$ cat src/rtl/fetch_stage_if.sv
// Instruction-memory request/response bus between the fetch stage (master) and memory (slave).
interface fetch_stage_if #(
  parameter int PC_W    = 16,
  parameter int INSTR_W = 16
);
  logic               imem_req;
  logic [PC_W-1:0]    imem_addr;
  logic               imem_valid;
  logic [INSTR_W-1:0] imem_rdata;

  modport master (
    output imem_req,
    output imem_addr,
    input  imem_valid,
    input  imem_rdata
  );

  modport slave (
    input  imem_req,
    input  imem_addr,
    output imem_valid,
    output imem_rdata
  );
endinterface

$ cat src/rtl/fetch_stage.sv
// Instruction fetch stage with IF/ID register, one-entry stall hold buffer,
// redirect flush and sticky halt.
//
// state   | meaning
// --------+-----------------------------------------------
// S_REQ   | idle, may issue a fetch request
// S_WAIT  | one request outstanding, response expected
// S_DROP  | outstanding response belongs to a flushed path
// S_HALTED| stopped until reset
module fetch_stage #(
  parameter int              PC_W     = 16,
  parameter int              INSTR_W  = 16,
  parameter logic [PC_W-1:0] RESET_PC = '0
) (
  input  logic               clk,
  input  logic               rst,
  fetch_stage_if.master      imem,
  input  logic               stall,
  input  logic               redirect,
  input  logic [PC_W-1:0]    redirect_pc,
  input  logic               halt_sys,
  output logic               if_valid,
  output logic [INSTR_W-1:0] if_instr,
  output logic [PC_W-1:0]    if_pc,
  output logic [3:0]         opcode,
  output logic [3:0]         func,
  output logic               halted
);

  typedef enum logic [1:0] {
    S_REQ,
    S_WAIT,
    S_DROP,
    S_HALTED
  } state_t;

  state_t             state;
  logic [PC_W-1:0]    pc;
  logic [PC_W-1:0]    req_pc;
  logic               hold_valid;
  logic [INSTR_W-1:0] hold_instr;
  logic [PC_W-1:0]    hold_pc;

  logic resp;
  logic halting;
  logic issue;

  assign resp    = (state == S_WAIT) && imem.imem_valid;
  assign halting = halt_sys && if_valid;
  // Issuing in the same cycle a response lands keeps 1 instr/cycle at 1-cycle latency.
  assign issue   = !rst && ((state == S_REQ) || resp) && !stall && !hold_valid
                   && !redirect && !halting;

  assign imem.imem_req  = issue;
  assign imem.imem_addr = pc;

  assign opcode = if_instr[INSTR_W-1 -: 4];
  assign func   = if_instr[3:0];

  always_ff @(posedge clk or posedge rst) begin
    if (rst) begin
      state      <= S_REQ;
      pc         <= RESET_PC;
      req_pc     <= '0;
      if_valid   <= 1'b0;
      if_instr   <= '0;
      if_pc      <= '0;
      hold_valid <= 1'b0;
      hold_instr <= '0;
      hold_pc    <= '0;
      halted     <= 1'b0;
    end else if (state != S_HALTED) begin
      if (halting) begin
        state      <= S_HALTED;
        halted     <= 1'b1;
        if_valid   <= 1'b0;
        hold_valid <= 1'b0;
      end else if (redirect) begin
        if_valid   <= 1'b0;
        hold_valid <= 1'b0;
        pc         <= redirect_pc;
        // A request still in flight must have its stale response swallowed.
        if (((state == S_WAIT) || (state == S_DROP)) && !imem.imem_valid)
          state <= S_DROP;
        else
          state <= S_REQ;
      end else begin
        if (issue) begin
          pc     <= pc + PC_W'(2);
          req_pc <= pc;
        end

        if (!stall) begin
          if (hold_valid) begin
            if_valid   <= 1'b1;
            if_instr   <= hold_instr;
            if_pc      <= hold_pc;
            hold_valid <= 1'b0;
          end else if (resp) begin
            if_valid <= 1'b1;
            if_instr <= imem.imem_rdata;
            if_pc    <= req_pc;
          end else begin
            if_valid <= 1'b0;
          end
        end else if (resp) begin
          hold_valid <= 1'b1;
          hold_instr <= imem.imem_rdata;
          hold_pc    <= req_pc;
        end

        case (state)
          S_REQ:   if (issue) state <= S_WAIT;
          S_WAIT:  if (resp) state <= issue ? S_WAIT : S_REQ;
          S_DROP:  if (imem.imem_valid) state <= S_REQ;
          default: state <= state;
        endcase
      end
    end
  end

endmodule

$ cat src/flat_wrapper.sv
// flat-port wrapper written by rule: the top's interface ports become plain ports
module fetch_stage_flat 
#(
  parameter int              PC_W     = 16,
  parameter int              INSTR_W  = 16,
  parameter logic [PC_W-1:0] RESET_PC = '0
)
  (clk, rst, stall, redirect, redirect_pc, halt_sys, if_valid, if_instr, if_pc, opcode, func, halted, imem_imem_req, imem_imem_addr, imem_imem_valid, imem_imem_rdata);
  fetch_stage_if #(.PC_W(PC_W), .INSTR_W(INSTR_W)) imem_i ();
  input  logic clk;
  input  logic rst;
  input  logic stall;
  input  logic redirect;
  input  logic [PC_W-1:0] redirect_pc;
  input  logic halt_sys;
  output logic if_valid;
  output logic [INSTR_W-1:0] if_instr;
  output logic [PC_W-1:0] if_pc;
  output logic [3:0] opcode;
  output logic [3:0] func;
  output logic halted;
  output wire logic [$bits(imem_i.imem_req)-1:0] imem_imem_req;
  output wire logic [$bits(imem_i.imem_addr)-1:0] imem_imem_addr;
  input wire logic [$bits(imem_i.imem_valid)-1:0] imem_imem_valid;
  input wire logic [$bits(imem_i.imem_rdata)-1:0] imem_imem_rdata;
  assign imem_imem_req = imem_i.imem_req;
  assign imem_imem_addr = imem_i.imem_addr;
  assign imem_i.imem_valid = imem_imem_valid;
  assign imem_i.imem_rdata = imem_imem_rdata;
  fetch_stage #(.PC_W(PC_W), .INSTR_W(INSTR_W), .RESET_PC(RESET_PC)) u_core (.clk(clk), .rst(rst), .imem(imem_i), .stall(stall), .redirect(redirect), .redirect_pc(redirect_pc), .halt_sys(halt_sys), .if_valid(if_valid), .if_instr(if_instr), .if_pc(if_pc), .opcode(opcode), .func(func), .halted(halted));
endmodule
$ cat config.mk
export PLATFORM = sky130hd
export DESIGN_NAME = fetch_stage_flat
export DESIGN_NICKNAME = d
export VERILOG_FILES = /design/src/rtl/fetch_stage_if.sv /design/src/rtl/fetch_stage.sv /design/src/flat_wrapper.sv
export SDC_FILE = /design/constraint.sdc
export NUM_CORES = 1
export LEC_CHECK = 0
export BUFFER_PORTS_ARGS = -buffer_cell sky130_fd_sc_hd__buf_2
export CAP_MARGIN = 20
export CORE_ASPECT_RATIO = 0.6
export CORE_MARGIN = 10
export CORE_UTILIZATION = 40
export DETAILED_ROUTE_END_ITERATION = 10
export GPL_TIMING_DRIVEN = 0
export PLACE_DENSITY = 0.6
export SLEW_MARGIN = 10
export SYNTH_ARGS = -nofsm -noshare
export SYNTH_HDL_FRONTEND = slang
export SYNTH_SLANG_ARGS = --single-unit
$ cat constraint.sdc
create_clock -name clk -period 2.7 [get_ports clk]
set_input_delay 0.135 -clock clk [delete_from_list [all_inputs] [get_ports clk]]
set_output_delay 0.135 -clock clk [all_outputs]
set_load 0.005 [all_outputs]
# [Word-level counts from Yosys, hierarchy flattened]
# Index checks and enable logic that the tools add are counted.
[word_totals] reg_bits=101 inputBits=38 output_inout_bits=59
[op_classes] n_addsub=1 n_eq_ne=8 mux=23 bitwise=3 n_reduce_logical=28
[ops] op="16-bit two-way mux" count=6
[ops] op="16-bit by 2-bit adder with 16-bit output (second input constant)" count=1
[ops] op="5-bit AND reduction" count=3
[ops] op="2-bit two-way mux" count=6
[ops] op="1-bit two-way mux" count=10
[ops] op="1-bit logical AND" count=8
[ops] op="4-bit by 2-bit != test with 1-bit output (second input constant)" count=2
[ops] op="1-bit logical NOT" count=6
[ops] op="2-bit one-hot mux with 3 select lines" count=1
[ops] op="2-bit AND reduction" count=3
[ops] op="5-bit nonzero test" count=1
[ops] op="4-bit by 1-bit != test with 1-bit output (second input constant)" count=1
[ops] op="4-bit by 3-bit != test with 1-bit output (second input constant)" count=1
[ops] op="4-bit AND reduction" count=1
[ops] op="2-bit nonzero test" count=2
[ops] op="3-bit by 1-bit != test with 1-bit output (second input constant)" count=1
[ops] op="1-bit NOT" count=3
[ops] op="3-bit AND reduction" count=1
[ops] op="2-bit by 1-bit equality test with 1-bit output (second input constant)" count=1
[ops] op="2-bit equality test (second input constant)" count=1
[ops] op="2-bit logical NOT" count=1
[ops] op="1-bit logical OR" count=2
[ops] op="2-bit != test (second input constant)" count=1

# [Longest topological paths before layout]
[logic_depth] ltp_word=13 depth_mapped=8

# [Least setup slack after synthesis]
# OpenSTA, ideal clock, no wires.
[synth_timing] kind="register to register" startpoint="register u_core.state[1]" endpoint="register u_core.req_pc[0]" setup_time_ns=0.125 arrival_ns=1.837 setup_slack_ns=0.739 path_stages_with_launch=8 n_path_buf=2 cell_sequence="dfrtp_1 inv_1 ha_1 clkbuf_1 a21oi_2 nor3_4 buf_2 mux2_2"
[synth_via] elab_chain_cells=9 word_cells_on_any_way=11
[synth_lines] element="start, declared" line_no="fetch_stage.sv:37" source="state_t state;"
[synth_lines] element="start signal, assigned" line_no="fetch_stage.sv:114" source="S_WAIT: if (resp) state <= issue ? S_WAIT : S_REQ;"
[synth_lines] element="start signal, assigned" line_no="fetch_stage.sv:116" source="default: state <= state;"
[synth_lines] element="2-bit by 1-bit equality test with 1-bit output" line_no="fetch_stage.sv:48" source="assign resp = (state == S_WAIT) && imem.imem_valid;"
[synth_lines] element="1-bit logical AND" line_no="fetch_stage.sv:48"
[synth_lines] element="1-bit logical OR" line_no="fetch_stage.sv:51" source="assign issue = !rst && ((state == S_REQ) || resp) && !stall && !hold_valid"
[synth_lines] element="1-bit logical AND (3 in series)" line_no="fetch_stage.sv:51"
[synth_lines] element="1-bit logical AND (2 in series)" line_no="fetch_stage.sv:52" source="&& !redirect && !halting;"
[synth_lines] element="4-bit AND reduction (no source line) *"
[synth_lines] element="end signal, assigned" line_no="fetch_stage.sv:90" source="req_pc <= pc;"
[synth_lines] element="end, declared" line_no="fetch_stage.sv:39" source="logic [PC_W-1:0] req_pc;"
# Every way passes the cells marked *; elsewhere a longest branch is shown, timed or not.
# A chain may end at the register's enable or synchronous reset.

# [Final worst setup path]
[layout_timing] startpoint="register u_core.state[1]" endpoint="output port imem_imem_req"
[layout_via] elab_chain_cells=8 word_cells_on_any_way=9
[layout_lines] element="2-bit by 1-bit equality test with 1-bit output" line_no="fetch_stage.sv:48"
[layout_lines] element="1-bit logical AND" line_no="fetch_stage.sv:48"
[layout_lines] element="1-bit logical OR *" line_no="fetch_stage.sv:51"
[layout_lines] element="1-bit logical AND * (3 in series)" line_no="fetch_stage.sv:51"
[layout_lines] element="1-bit logical AND * (2 in series)" line_no="fetch_stage.sv:52"
[layout_lines] element="end, declared" line_no="flat_wrapper.sv:22" source="output wire logic [$bits(imem_i.imem_req)-1:0] imem_imem_req;"
# Marks and branches as above.

==> Implementation_results.wiki <==
{| class="wikitable"
! Metric !! Value
|-
| Post-cts resize count || 0
|-
| Dominant combinational cell family by area after synthesis || multiplexers
|-
| Synthesis-stage register bit count || approximately 100
|-
| Cts bufs inserted || 9
|-
| Arithmetic-cell share of the synthesized area counting full adders, half adders and majority gates || 1.29%
|-
| Most numerous cell in the Yosys netlist || mux2_2
|-
| Result of the run || complete, no violations
|-
| Cell count after synthesis || 384
|-
| Post-Syn Area per Cell || ~13 µm²
|-
| Total iterations of the first detailed-routing run || 5
|-
| Post-Route Setup TNS || 0 ns
|-
| Row count || 30
|-
| Mapped cell area || slightly below 5000 µm²
|-
| DR vias || ~3500
|-
| Critical path arrival || approximately 2.3 ns
|-
| Number of remaining DRC errors || 0
|-
| Number of global-route vias before repair || approximately 3700
|-
| Remaining antenna violation count || 0
|-
| Area grow syn2layout || 21.9%
|-
| EDFF count, synth || 0
|-
| Clock tree from TritonCTS || built
|-
| Slew Viols, Final || 0
|-
| Worst hold path class || in2reg
|-
| Period minus WS final || between 2 and 2.5 ns
|-
| Async S/R FF share, synth || 100%
|-
| Critical Path Fanout Max || 8
|-
| Share of synthesized area spent on multiplexers || a little over a quarter
|-
| WL/cell || around 19 µm
|-
| Element type at the critical path end || output port
|-
| Global route overflow || 0
|-
| Final worst path period share || around nine tenths
|-
| Initial cell density of the core || 41.8%
|-
| Synth Area in Compound Gates || 8.54%
|-
| Delay of the slowest cell on the worst path || roughly 0.53 ns
|-
| Aggregate global-route resource usage || 14.3%
|-
| Largest area contributor in the synthesized netlist || dfrtp_1
|-
| Number of buffers inserted by port buffering || between 90 and 100
|-
| Hold slack || 0.0350 ns
|-
| Clock transition at the registers of the reported paths || ~0.060 ns
|-
| Ordered cell list for the critical path || inv_1 -> ha_1 -> clkbuf_1 -> a21oi_2 -> nor2_1 -> and2_1 -> buf_2
|-
| Simple-gate share of the synthesized area || 7.02%
|-
| Clock sink count || 101
|-
| Worst ir drop on vdd || 487 µV
|-
| Most frequent cells after synthesis || 112 x mux2_2, 101 x dfrtp_1, 17 x a21oi_1, 13 x clkbuf_1, 13 x inv_1
|-
| Sequential cell area fraction in the yosys report || between 50 and 60%
|-
| F_max || between 400 and 500 MHz
|-
| Area fraction of the dominant cell type after synthesis || 52.3%
|-
| Number of failing setup endpoints in the final timing report || 0
|-
| Setup WS post-layout || roughly 0.23 ns
|-
| Buffers from clock root to sink, at most || 2
|-
| Post-synth top flop || dfrtp_1
|-
| Pin count of the biggest net entering global routing || 39
|-
| Count of unique library cells instantiated by Yosys || 45
|-
| XOR/XNOR Fraction of Synth Area || 0%
|-
| Required time of the critical path || 2.57 ns
|-
| MaxCap Viol Count || 0
|-
| Number of nets produced by synthesis || about 430
|-
| DR iter-0 viols || between 200 and 300
|-
| Headroom to the max-slew limit || a little over half
|-
| Biggest area contributors in the synthesized netlist || dfrtp_1 52%, mux2_2 26%, a21oi_1 1.8%
|-
| Number of ports placed on the die boundary || 97
|-
| Count of antenna diodes in the layout || 0
|-
| Number of antenna violations at the first check in global routing || 0
|-
| Core Box Area || approximately 12000 µm²
|-
| Final Hold Vio Count || 0
|-
| Yosys warning count || 0
|-
| Insertion delay to the later sink of the worst-skew pair || 0.34 ns
|-
| Root Buffer Master || clkbuf_16
|-
| Leakage power figure || 2.74 nW
|-
| Category of the most critical setup path || reg2out
|-
| FF-to-FF setup slack || 0.29 ns
|-
| Type of element launching the critical path || register
|-
| Via/cell ratio || roughly 5.3
|-
| Power density over the cells || around 1100 nW/µm²
|-
| Fraction of layout instances using a drive strength above 1 || between 40% and 50%
|-
| Area of the die || roughly 17000 µm²
|-
| Layout Nets || 537
|-
| Total detailed-routing wirelength || ~12 mm
|-
| Layout filler cell count || 1051
|-
| Worst-path cell with the longest stage delay || nor2_1
|-
| Slew at the pin closest to its max-slew limit || 0.705 ns
|-
| RSZ-0062 raised after global routing || false
|-
| Die extent in y || approximately 110 µm
|-
| Half-perimeter wire length of the detailed placement result || just over 9 mm
|-
| H-tree levels || 3
|-
| Worst slack at placement || 0.363 ns
|-
| Fin Clk Skew || roughly 0.0064 ns
|-
| Global-route wire length before repair || 19.8 mm
|-
| Die boundary width || 162 µm
|-
| Routability congestion estimate || 0.912
|}
worst max-delay path: cells and delay by family (launching register included):
kind / cells / cell delay, ns
AO/OA/AOI/OAI: 1 / 0.20
flip-flops: 1 / 0.42
buffers and inverters: 3 / 0.50
adder cells (fa/ha/maj): 1 / 0.14
AND/OR/NAND/NOR: 2 / 0.74
report_power, final:
part | total, mW | switching, mW | internal (mW)
sequential | 2.73 | 0.515 | 2.22
clock | 1.34 | 0.520 | 0.822
combinational | 2.27 | 1.01 | 1.25
registers in the layout, summed over array words and instances (netlist names):
name	cells
u_core.imem.imem_addr	16
u_core.hold_pc	16
u_core.if_pc	16
u_core.if_valid	1
u_core.hold_valid	1
u_core.hold_instr	16
u_core.halted	1
u_core.state	2
u_core.req_pc	16
u_core.if_instr	16
logic make-up (layout without fill, tap and decap cells):
| kind of cell | count (synthesis) | in the layout |
|---|---|---|
| adders and majority gates | 5 | 5 |
| buffers and inverters | 44 | 156 |
| muxes | 113 | 113 |
| DFF | 101 | 101 |
| and+or+nand+nor | 61 | 61 |
| AOI/OAI and AO/OA | 60 | 60 |
timing repair:
action,CTS,global route
hold buffers,1,0
hold endpoints to repair,17,0
setup buffers,0,0
metal layers:
layer	vias to the layer above	global-route usage, %	routed length (µm)
met2	140	20.3	5090
met4	0	2.78	86
met1	1727	19.5	5750
li1	1624	-	-
met5	-	0	0
met3	10	6.74	1220
cells in the final DEF (no fill, tap or decap), drive strengths merged, types with 4 or more instances in the layout:
cell type and count:
a21oi 18, nor2 11, mux2 112, dfrtp 101, a31oi 4, a2bb2oi 4, inv 12, nand2 12
a311oi 4, o21ai 8, ha 5, clkbuf 24, nor3 10, buf 116, nand4 6, nand3 8
final cells by class:
cell class                 count  area (µm²)  share of cell area (%)
timing repair buffer          99         553                    9.39
buffer                        31         170                    2.89
tap                          160         200                    3.40
clock buffer                  11         243                    4.12
multi-input combinational    239        2090                    35.4
sequential                   101        2530                    42.9
clock inverter                 2        60.1                    1.02
inverter                      13        52.6                   0.892
stage by stage:
stage	cells	power [mW]	cell area [µm²]	util, %
after detailed placement	642	5.06	5580	48.3
after floorplan	384	4.12	4840	-
after global placement	639	4.95	5510	47.7
final	656	6.34	5890	51.0
after global routing	656	6.83	5890	51.0
after CTS	656	6.43	5890	51.0
final timing paths:
| kind | from | endpoint | depth (start not counted) |
|---|---|---|---|
| max | u_core.state[1] | imem_imem_req | 7 |
| min | imem_imem_rdata[2] | u_core.hold_instr[2] | 2 |
| max reg2reg | u_core.state[1] | u_core.imem.imem_addr[12] | 7 |
| min reg2reg | u_core.halted | u_core.halted | 1 |
| max in group asynchronous | rst | u_core.if_pc[7] | 5 |
| min in group asynchronous | rst | u_core.imem.imem_addr[15] | 3 |
No activity file was read; power rests on OpenSTA's default activity.
